### config.mk
export PLATFORM = sky130hd
export DESIGN_NAME = matrix_unit_scheduler_flat
export DESIGN_NICKNAME = d
export VERILOG_FILES = /design/src/rtl/matrix_unit_scheduler_if.sv /design/src/rtl/matrix_unit_scheduler.sv /design/src/flat_wrapper.sv
export SDC_FILE = /design/constraint.sdc
export NUM_CORES = 1
export LEC_CHECK = 0
export BUFFER_PORTS_ARGS = -buffer_cell sky130_fd_sc_hd__buf_2
export CAP_MARGIN = 20
export CELL_PAD_IN_SITES_DETAIL_PLACEMENT = 1
export CELL_PAD_IN_SITES_GLOBAL_PLACEMENT = 2
export CORE_MARGIN = 4
export CORE_UTILIZATION = 30
export CTS_CLUSTER_DIAMETER = 60
export CTS_CLUSTER_SIZE = 40
export DETAILED_ROUTE_END_ITERATION = 8
export GPL_ROUTABILITY_DRIVEN = 0
export PLACE_DENSITY_LB_ADDON = 0.1
export SLEW_MARGIN = 5
export SYNTH_ARGS = -nofsm -noshare
export SYNTH_HDL_FRONTEND = slang
export SYNTH_SLANG_ARGS = --single-unit
### constraint.sdc
create_clock -name clk -period 1.8 [get_ports clk]
set_input_delay 0.09 -clock clk [delete_from_list [all_inputs] [get_ports clk]]
set_output_delay 0.09 -clock clk [all_outputs]
set_load 0.05 [all_outputs]
### src/rtl/matrix_unit_scheduler_if.sv
// matrix_unit_scheduler_if
//   Bundles the requester handshake and the compute-unit control lines
//   of the matrix unit scheduler.
// Ports (signals)
//   req, ack     requester side: level request and result-captured ack
//   grant, done  one-hot owner and one-hot results-valid flag
//   sel          owner index for operand/result steering
//   err          one-cycle start/run timeout pulse
//   unit_en      enable to the shared compute unit
//   unit_busy    busy flag from the shared compute unit
// Modports
//   master  the scheduler (drives grant/done/sel/err/unit_en)
//   slave   the requesters and the unit (drive req/ack/unit_busy)
interface matrix_unit_scheduler_if #(
  parameter int NUM_REQ = 2
);
  localparam int SEL_W = (NUM_REQ > 1) ? $clog2(NUM_REQ) : 1;

  logic [NUM_REQ-1:0] req;
  logic [NUM_REQ-1:0] ack;
  logic [NUM_REQ-1:0] grant;
  logic [NUM_REQ-1:0] done;
  logic [SEL_W-1:0]   sel;
  logic               err;
  logic               unit_en;
  logic               unit_busy;

  modport master (
    input  req, ack, unit_busy,
    output grant, done, sel, err, unit_en
  );

  modport slave (
    output req, ack, unit_busy,
    input  grant, done, sel, err, unit_en
  );
endinterface

### src/rtl/matrix_unit_scheduler.sv
// matrix_unit_scheduler
//   Shares one level-enabled matrix compute unit between NUM_REQ requesters.
//   Ownership is granted round-robin; unit_en is held while the owner reads
//   its results and is then dropped so the unit clears before the next owner.
// Ports
//   clk    system clock
//   reset  synchronous active-high reset
//   bus    matrix_unit_scheduler_if.master: req/ack in, grant/done/sel/err out,
//          unit_en out to the unit, unit_busy in from the unit
// Parameters
//   NUM_REQ     number of requesters (2..8)
//   START_WAIT  cycles allowed in START for unit_busy to rise
//   TIMEOUT     cycles allowed in RUN for unit_busy to fall
module matrix_unit_scheduler #(
  parameter int NUM_REQ    = 2,
  parameter int START_WAIT = 4,
  parameter int TIMEOUT    = 64
) (
  input  logic                     clk,
  input  logic                     reset,
  matrix_unit_scheduler_if.master  bus
);

  localparam int SEL_W   = (NUM_REQ > 1) ? $clog2(NUM_REQ) : 1;
  localparam int START_W = $clog2(START_WAIT + 1);
  localparam int RUN_W   = $clog2(TIMEOUT + 1);

  localparam logic [START_W-1:0] START_LAST = START_W'(START_WAIT - 1);
  localparam logic [RUN_W-1:0]   RUN_LAST   = RUN_W'(TIMEOUT - 1);
  localparam logic [NUM_REQ-1:0] ONE_HOT0   = NUM_REQ'(1);
  localparam logic [SEL_W-1:0]   LAST_INIT  = SEL_W'(NUM_REQ - 1);

  typedef enum logic [2:0] {
    IDLE,
    START,
    RUN,
    DONE,
    RELEASE,
    ERR
  } state_t;

  state_t             state, state_d;
  logic [NUM_REQ-1:0] grant_q, grant_d;
  logic [NUM_REQ-1:0] done_q, done_d;
  logic [SEL_W-1:0]   sel_q, sel_d;
  logic               err_q, err_d;
  logic               unit_en_q, unit_en_d;
  logic [SEL_W-1:0]   last_owner, last_owner_d;
  logic [START_W-1:0] start_cnt, start_cnt_d;
  logic [RUN_W-1:0]   run_cnt, run_cnt_d;
  logic               busy_q;

  logic               rr_found;
  logic [SEL_W-1:0]   rr_owner;
  logic               enter_err;

  // Round-robin pick: first requester after last_owner, wrapping around,
  // so the previous owner is only picked again when nobody else asks.
  always_comb begin : rr_scan
    int idx;
    idx      = 0;
    rr_found = 1'b0;
    rr_owner = '0;
    for (int i = 1; i <= NUM_REQ; i++) begin
      idx = (int'(last_owner) + i) % NUM_REQ;
      if (!rr_found && bus.req[SEL_W'(idx)]) begin
        rr_found = 1'b1;
        rr_owner = SEL_W'(idx);
      end
    end
  end

  // Next-state and next-output logic. Every output is registered, so the
  // values computed here describe the state being entered.
  always_comb begin
    state_d      = state;
    grant_d      = grant_q;
    done_d       = done_q;
    sel_d        = sel_q;
    err_d        = 1'b0;
    unit_en_d    = unit_en_q;
    last_owner_d = last_owner;
    start_cnt_d  = start_cnt;
    run_cnt_d    = run_cnt;
    enter_err    = 1'b0;

    case (state)
      IDLE: begin
        unit_en_d = 1'b0;
        if (rr_found) begin
          state_d     = START;
          grant_d     = ONE_HOT0 << rr_owner;
          sel_d       = rr_owner;
          unit_en_d   = 1'b1;
          start_cnt_d = '0;
        end
      end

      // Only a rising busy counts as a start, so a unit left busy from an
      // aborted operation cannot be mistaken for the new one.
      START: begin
        start_cnt_d = start_cnt + 1'b1;
        if (bus.unit_busy && !busy_q) begin
          state_d   = RUN;
          run_cnt_d = '0;
        end else if (start_cnt == START_LAST) begin
          enter_err = 1'b1;
        end
      end

      RUN: begin
        run_cnt_d = run_cnt + 1'b1;
        if (!bus.unit_busy) begin
          state_d = DONE;
          done_d  = grant_q;
        end else if (run_cnt == RUN_LAST) begin
          enter_err = 1'b1;
        end
      end

      // unit_en stays high here so the unit keeps its results; a dropped
      // request is treated like an ack.
      DONE: begin
        if (bus.ack[sel_q] || !bus.req[sel_q]) begin
          state_d      = RELEASE;
          done_d       = '0;
          grant_d      = '0;
          unit_en_d    = 1'b0;
          last_owner_d = sel_q;
        end
      end

      RELEASE: state_d = IDLE;

      ERR: state_d = IDLE;

      default: state_d = IDLE;
    endcase

    if (enter_err) begin
      state_d      = ERR;
      err_d        = 1'b1;
      unit_en_d    = 1'b0;
      grant_d      = '0;
      done_d       = '0;
      last_owner_d = sel_q;
    end
  end

  // State, output and counter registers.
  always_ff @(posedge clk) begin
    if (reset) begin
      state      <= IDLE;
      grant_q    <= '0;
      done_q     <= '0;
      sel_q      <= '0;
      err_q      <= 1'b0;
      unit_en_q  <= 1'b0;
      last_owner <= LAST_INIT;
      start_cnt  <= '0;
      run_cnt    <= '0;
      busy_q     <= 1'b0;
    end else begin
      state      <= state_d;
      grant_q    <= grant_d;
      done_q     <= done_d;
      sel_q      <= sel_d;
      err_q      <= err_d;
      unit_en_q  <= unit_en_d;
      last_owner <= last_owner_d;
      start_cnt  <= start_cnt_d;
      run_cnt    <= run_cnt_d;
      busy_q     <= bus.unit_busy;
    end
  end

  assign bus.grant   = grant_q;
  assign bus.done    = done_q;
  assign bus.sel     = sel_q;
  assign bus.err     = err_q;
  assign bus.unit_en = unit_en_q;

endmodule

### src/flat_wrapper.sv
// flat-port wrapper written by rule: the top's interface ports become plain ports
module matrix_unit_scheduler_flat 
#(
  parameter int NUM_REQ    = 2,
  parameter int START_WAIT = 4,
  parameter int TIMEOUT    = 64
)
  (clk, reset, bus_req, bus_ack, bus_unit_busy, bus_grant, bus_done, bus_sel, bus_err, bus_unit_en);
  matrix_unit_scheduler_if #(.NUM_REQ(NUM_REQ)) bus_i ();
  input  logic clk;
  input  logic reset;
  input wire logic [$bits(bus_i.req)-1:0] bus_req;
  input wire logic [$bits(bus_i.ack)-1:0] bus_ack;
  input wire logic [$bits(bus_i.unit_busy)-1:0] bus_unit_busy;
  output wire logic [$bits(bus_i.grant)-1:0] bus_grant;
  output wire logic [$bits(bus_i.done)-1:0] bus_done;
  output wire logic [$bits(bus_i.sel)-1:0] bus_sel;
  output wire logic [$bits(bus_i.err)-1:0] bus_err;
  output wire logic [$bits(bus_i.unit_en)-1:0] bus_unit_en;
  assign bus_i.req = bus_req;
  assign bus_i.ack = bus_ack;
  assign bus_i.unit_busy = bus_unit_busy;
  assign bus_grant = bus_i.grant;
  assign bus_done = bus_i.done;
  assign bus_sel = bus_i.sel;
  assign bus_err = bus_i.err;
  assign bus_unit_en = bus_i.unit_en;
  matrix_unit_scheduler #(.NUM_REQ(NUM_REQ), .START_WAIT(START_WAIT), .TIMEOUT(TIMEOUT)) u_core (.clk(clk), .reset(reset), .bus(bus_i));
endmodule
==> impl_metrics.py, run 1 <==
metrics = {
    "run_status": {
        "status": "finished, final reports clean",
    },
    "worst_hold_path": {
        "worstHoldPathType": "in -> reg",
    },
    "job": {
        "drv_cap": 0,
    },
    "pwr": {
        "power.density_nw_per_um2": 1130,
        "power.share.sequential_pct": 40.0,
        "power.share.clock_pct": 27.3,
        "p_int_mw": 0.940,
        "leakagePower_nw": 0.511,
        "power_frac_comb_pct": 32.8,
        "p_sw_share_pct": 33.6,
        "ir_worst_vdd_uv": 377,
        "power_switching_mw": 0.475,
    },
    "setup_path": {
        "slowest_delay_ns": 0.40,
        "cp_slowest_cell": "dfxtp_1",
        "critPathKind": "reg -> reg",
        "worstSetupStartpointType": "flop",
        "critical_path.cell_chain": "ha_1, nand3_1, nor4_4, a31oi_4, a311o_1",
        "cp_data_arrival_time_ns": 1.91,
        "end_kind": "flop",
        "required_ns": 2.02,
        "worst-path-max-fanout": 5,
    },
    "clocking": {
        "cts_buffers": 3,
        "clkSinkCount": 22,
        "ctsResizeCount": 0,
        "insertion_delay_ns": 0.31,
        "postCtsSetupBuffers": 0,
        "clkTransAtPathRegs_ns": 0.13,
        "clockRootBuffer": "clkbuf_4",
        "cts_tree": "built",
        "clockBufferDepth": 2,
        "htreeDepth": 1,
        "hold_buffers": 0,
    },
    "route": {
        "drt_wl_total_um": 2560,
        "detailroute.via_count": 952,
        "drc": 0,
        "drt-pass1-iter-count": 4,
        "drtIter0Drc": 26,
        "antenna_left": 0,
        "wl_per_cell_um": 13.6,
        "vias_per_cell": 5.06,
    },
    "logic_synthesis": {
        "yosysWarnings": 0,
        "synth_seq_cells": 22,
        "synth_top_area_share_pct": 41.3,
        "ys.flop_type": "dfxtp_1",
        "async_flop_share_pct": 0,
        "synthDistinctLibCells": 37,
        "yosysTopAreaCell": "dfxtp_1",
        "synth-compound-area-share_pct": 18.6,
        "synth_nets": 134,
        "synth-simple-area-share_pct": 30.0,
        "yosys-mux-area-fraction_pct": 0.938,
        "synth_top_family_by_area": "simple AND/OR/NAND/NOR gates",
        "synth_area_sq_um": 1070,
        "yosys.area_share.adder_pct": 3.52,
        "synth.avg_cell_area_sq_um": 8.61,
        "netlist_instances": 124,
        "yosysSeqAreaShare_pct": 41.3,
        "synth_edf_count": 0,
        "synth.area.top_cells": "dfxtp_1 41%, nor2_1 7.7%, a21oi_1 7.5%",
        "synth-xor-area-share_pct": 0,
        "ys_top_cells_by_count": "22 x dfxtp_1, 22 x nor2_1, 16 x a21oi_1",
    },
    "sta": {
        "tns_ns": 0,
        "slew-limit-headroom_pct": 75.6,
        "maxSlewViolCount": 0,
        "rsz0062_at_grt": "no",
        "min_period_over_period_pct": 93.9,
        "report.final.hold_viol_count": 0,
        "setup_violations": 0,
        "finalCriticalPeriod_ns": 1.69,
        "tightest_slew_ns": 0.364,
        "fin_worst_skew_ns": 0.00462,
        "fmax_ghz": 0.592,
    },
    "floorplanning": {
        "die_h_um": 67.6,
        "core.rowCount": 21,
        "core_sq_um": 3390,
        "ioPinCount": 14,
        "die_x_um": 67.6,
        "start_util_pct": 31.5,
        "fp.dieArea_sq_um": 4580,
    },
    "placed_design": {
        "hpwl_um": 1900,
        "portBuffers": 13,
    },
    "global_routing": {
        "grt_pass1_wl_um": 4570,
        "grt_util_all_layers_pct": 13.1,
        "grt_max_degree": 18,
        "antenna_found_initial": 0,
        "grt_pass1_vias": 1007,
        "overflow": 0,
    },
    "cells_and_area": {
        "drive_above_1_share_pct": 21.1,
        "area_growth_pct": 17.2,
        "finish.utilization_pct": 36.9,
        "antenna_cells": 0,
        "nNetsFinal": 153,
    },
}
-- path summary, 6_finish.rpt --
path / to / slack (ns) / cells after the start / start
worst min register to register: u_core.bus.done[1]$_SDFFE_PP0P_ / 0.48 / 2 / u_core.bus.grant[1]$_SDFFE_PP0P_
worst max-delay path: u_core.last_owner$_SDFFE_PP1P_ / 0.11 / 5 / u_core.run_cnt[0]$_SDFFE_PP0P_
worst max register to register: u_core.last_owner$_SDFFE_PP1P_ / 0.11 / 5 / u_core.run_cnt[0]$_SDFFE_PP0P_
worst min-delay path: u_core.busy_q$_SDFF_PP0_ / 0.05 / 3 / bus_unit_busy
-- layout by cell type (no fill, tap or decap), drive strengths merged --
cell type / instances
and3: 2
a21boi: 1
nand2: 6
or3b: 2
a21oi: 16
or3: 1
inv: 2
bufinv: 1
a31oi: 3
nand3: 4
a211oi: 1
buf: 20
nor3b: 1
o21bai: 1
nor4: 1
or2b: 1
nor2b: 2
mux2i: 1
a32o: 1
dfxtp: 22
and2b: 1
o21ai: 7
or2: 1
nand3b: 6
and3b: 2
ha: 3
a311o: 1
nand2b: 3
clkbuf: 3
a22oi: 1
nor3: 1
nor2: 22
a32oi: 1
or4: 1
-- state kept, by name, summed over array words and instances (netlist names) --
| register | cells |
|---|---|
| u_core.state | 3 |
| u_core.bus.done | 2 |
| u_core.bus.sel | 1 |
| u_core.run_cnt | 7 |
| u_core.bus.err | 1 |
| u_core.bus.grant | 2 |
| u_core.bus.unit_en | 1 |
| u_core.busy_q | 1 |
| u_core.start_cnt | 3 |
| u_core.last_owner | 1 |
-- stage by stage --
| stage | instances | power [mW] | instance area, sq um | hold slack (ns) | worst slack (ns) |
|---|---|---|---|---|---|
| floorplan | 124 | 0.928 | 1070 | 0.225 | 0.0709 |
| detailed placement | 184 | 1.04 | 1190 | 0.387 | 0.0720 |
| global placement | 184 | 1.03 | 1190 | 0.395 | 0.130 |
| CTS | 188 | 1.43 | 1240 | 0.0389 | 0.0509 |
| global route | 188 | 1.52 | 1250 | 0.0576 | 0.0103 |
| finish | 188 | 1.41 | 1250 | 0.0509 | 0.109 |
-- worst max-delay path, delay by kind of cell, from the launching register on --
family	cells	cell delay, ns
fa+ha+maj	1	0.22
compound gates	2	0.44
flops	1	0.40
simple gates	2	0.53
-- layer usage --
metal  wire, um  GRT usage, %
met1       1160          15.6
met4         26          4.56
met2       1300          23.1
met5          0             0
met3         78          2.83
-- power by group through the flow --
stage / Combinational, mW / Sequential (mW) / Clock (mW)
after floorplan: 0.305 / 0.623 / 0
after global placement: 0.455 / 0.574 / 0
after detailed placement: 0.466 / 0.578 / 0
after CTS: 0.468 / 0.567 / 0.398
after global routing: 0.523 / 0.573 / 0.421
final: 0.463 / 0.565 / 0.386
-- final cells by class --
cell class,count,area (sq um)
clock buffer,3,22.5
clock inverter,1,30.0
fill,417,2140
inverter,2,7.51
multi-input combinational,94,576
sequential,22,440
tap,46,57.6
timing repair buffer,20,118
-- cell families after synthesis --
| logic type | Yosys count |
|---|---|
| flip-flops | 22 |
| AO/OA/AOI/OAI | 33 |
| multiplexers | 1 |
| buffers and inverters | 8 |
| AND/OR/NAND/NOR | 57 |
| adder cells (fa/ha/maj) | 3 |
Power figures use the tool's default switching activity.
==> inputs of run 2 (changes only) <==
Settings changed: RECOVER_POWER set to 50.
==> run 2 against run 1 <==
Critical path depth is the same. Count of clock-buffer cells in the layout stayed put. Non-clock buffer count did not move. Clock skew barely moved. Worst hold slack worse by 0.0010 ns. Register-to-register slack about the same. Worst setup slack got worse by 0.0012 ns. Total power is 1.5% lower. Sequential share of layout area grew 0.50 points. Maximum frequency is essentially flat. Via count is 0.11% lower. Largest cell class unchanged. Largest power group unchanged.
==> impl_metrics.py, run 2 (synthesis gave the netlist of run 1 again) <==
metrics = {
    "setup_path": {
        "cp_slowest_cell": "dfxtp_1",
        "cpLargestDelayFamily": "simple AND/OR/NAND/NOR gates",
        "cp_data_arrival_time_ns": 1.91,
        "critical_path.cell_chain": "ha_1, nand3_1, nor4_4, a31oi_4, a311o_1",
        "slowest_delay_ns": 0.40,
        "end_kind": "flop",
        "worstSetupStartpointType": "flop",
        "cp_num_buf_inv": 0,
        "required_ns": 2.02,
        "worst-path-max-fanout": 5,
        "critPathKind": "reg -> reg",
    },
    "cells_and_area": {
        "drive_above_1_share_pct": 15.5,
        "antenna_cells": 0,
        "final_cell_mix": "22 x nor2_1, 22 x dfxtp_1, 16 x a21oi_1, 8 x clkbuf_1, 7 x o21ai_0",
        "regMostFlops": "u_core.run_cnt",
        "fillCellCount": 419,
        "finish.utilization_pct": 36.4,
        "biggestRegsByFlops": "u_core.run_cnt: 7 flops, u_core.start_cnt: 3 flops, u_core.state: 3 flops",
        "nNetsFinal": 153,
        "post-route-cell-area_sq_um": 1230,
        "stdcell_count": 188,
        "largest_reg_flops": 7,
        "area_growth_pct": 15.6,
    },
    "clocking": {
        "postCtsSetupBuffers": 0,
        "clkSinkCount": 22,
        "insertion_delay_ns": 0.31,
        "cts_tree": "built",
        "clockRootBuffer": "clkbuf_4",
        "hold_buffers": 0,
        "htreeDepth": 1,
        "clkTransAtPathRegs_ns": 0.13,
        "cts_buffers": 3,
        "clockBufferDepth": 2,
    },
    "route": {
        "drt-pass1-iter-count": 4,
        "drtIter0Drc": 27,
        "drc": 0,
        "wl_per_cell_um": 13.6,
        "vias_per_cell": 5.06,
        "drt_wl_total_um": 2550,
        "antenna_left": 0,
        "detailroute.via_count": 951,
    },
    "sta": {
        "tightest_slew_ns": 0.810,
        "rsz0062_at_grt": "no",
        "fmax_ghz": 0.591,
        "setup_ws_ns": 0.108,
        "fin_worst_skew_ns": 0.00458,
        "timing.hold.ws_ns": 0.0499,
        "finalCriticalPeriod_ns": 1.69,
        "min_period_over_period_pct": 94.0,
        "slew-limit-headroom_pct": 46.0,
        "tns_ns": 0,
        "maxSlewViolCount": 0,
        "setup_violations": 0,
        "report.final.hold_viol_count": 0,
    },
    "floorplanning": {
        "core.rowCount": 21,
        "core_sq_um": 3390,
        "fp.dieArea_sq_um": 4580,
        "start_util_pct": 31.5,
        "ioPinCount": 14,
        "die_x_um": 67.6,
        "die_h_um": 67.6,
    },
    "global_routing": {
        "antenna_found_initial": 0,
        "use_met2_pct": 23.1,
        "grt_pass1_wl_um": 4570,
        "overflow": 0,
        "grt_util_all_layers_pct": 13.1,
        "grt.met3_usage_pct": 2.83,
        "top_usage_layer": "met2",
        "grt_pass1_vias": 1007,
        "use_met1_pct": 15.6,
        "grt_max_degree": 18,
    },
    "run_status": {
        "status": "finished, final reports clean",
    },
    "worst_hold_path": {
        "worstHoldPathType": "in -> reg",
    },
    "pwr": {
        "ir_worst_vdd_uv": 370,
        "leakagePower_nw": 0.477,
        "power.density_nw_per_um2": 1130,
        "total_power_mw": 1.39,
    },
    "placed_design": {
        "portBuffers": 13,
        "place_area_sq_um": 1190,
        "hpwl_um": 1900,
        "placed_cells": 184,
        "place_ws_ns": 0.0720,
    },
    "job": {
        "drv_cap": 0,
    },
}
[run 2: changes by cell type in the layout (fill, tap and decap cells not counted)]
cell / change
buf_2: -8
buf_4: -3
clkbuf_1: +8
clkbuf_2: +3
[run 2: final cells by class]
cell class                      count  area, sq um  share of cell area [%]
Clock inverter                      1         30.0                    2.43
Clock buffer                        3         22.5                    1.83
Timing Repair Buffer               20          100                    8.11
Multi-Input combinational cell     94          576                    46.7
Inverter                            2         7.51                   0.609
Tap cell                           46         57.6                    4.67
Sequential cell                    22          440                    35.7
[run 2: path summary, 6_finish.rpt]
| path | cells past startpoint | endpoint | slack [ns] | startpoint |
|---|---|---|---|---|
| worst max-delay path | 5 | u_core.last_owner$_SDFFE_PP1P_ | 0.11 | u_core.run_cnt[0]$_SDFFE_PP0P_ |
| worst min-delay path | 3 | u_core.busy_q$_SDFF_PP0_ | 0.05 | bus_unit_busy |
| worst max register to register | 5 | u_core.last_owner$_SDFFE_PP1P_ | 0.11 | u_core.run_cnt[0]$_SDFFE_PP0P_ |
| worst min register to register | 2 | u_core.bus.done[1]$_SDFFE_PP0P_ | 0.48 | u_core.bus.grant[1]$_SDFFE_PP0P_ |
[run 2: routing by layer]
layer | wire length [um] | vias to the layer above | part of all wire, %
met5 | 0 | - | 0
met4 | 27 | 0 | 1.1
met3 | 77 | 4 | 3.0
met1 | 1170 | 461 | 46
met2 | 1280 | 12 | 50
li1 | - | 474 | -
[run 2: worst min-delay path: stages]
cell and delay, ns:
buf_2 0.13, inv_1 0.07, nor2_1 0.04
[run 2: repair_timing]
item / CTS / global route
endpoints found under the hold margin: 0 / 0
resized for setup: 0 / 1
endpoints found under the setup margin: 0 / 2
[run 2: where the power goes]
part           switching, mW  internal [mW]  total (mW)
Sequential            0.0301          0.535       0.565
Clock                  0.160          0.225       0.385
Combinational          0.283          0.160       0.443
Total                  0.473          0.921        1.39
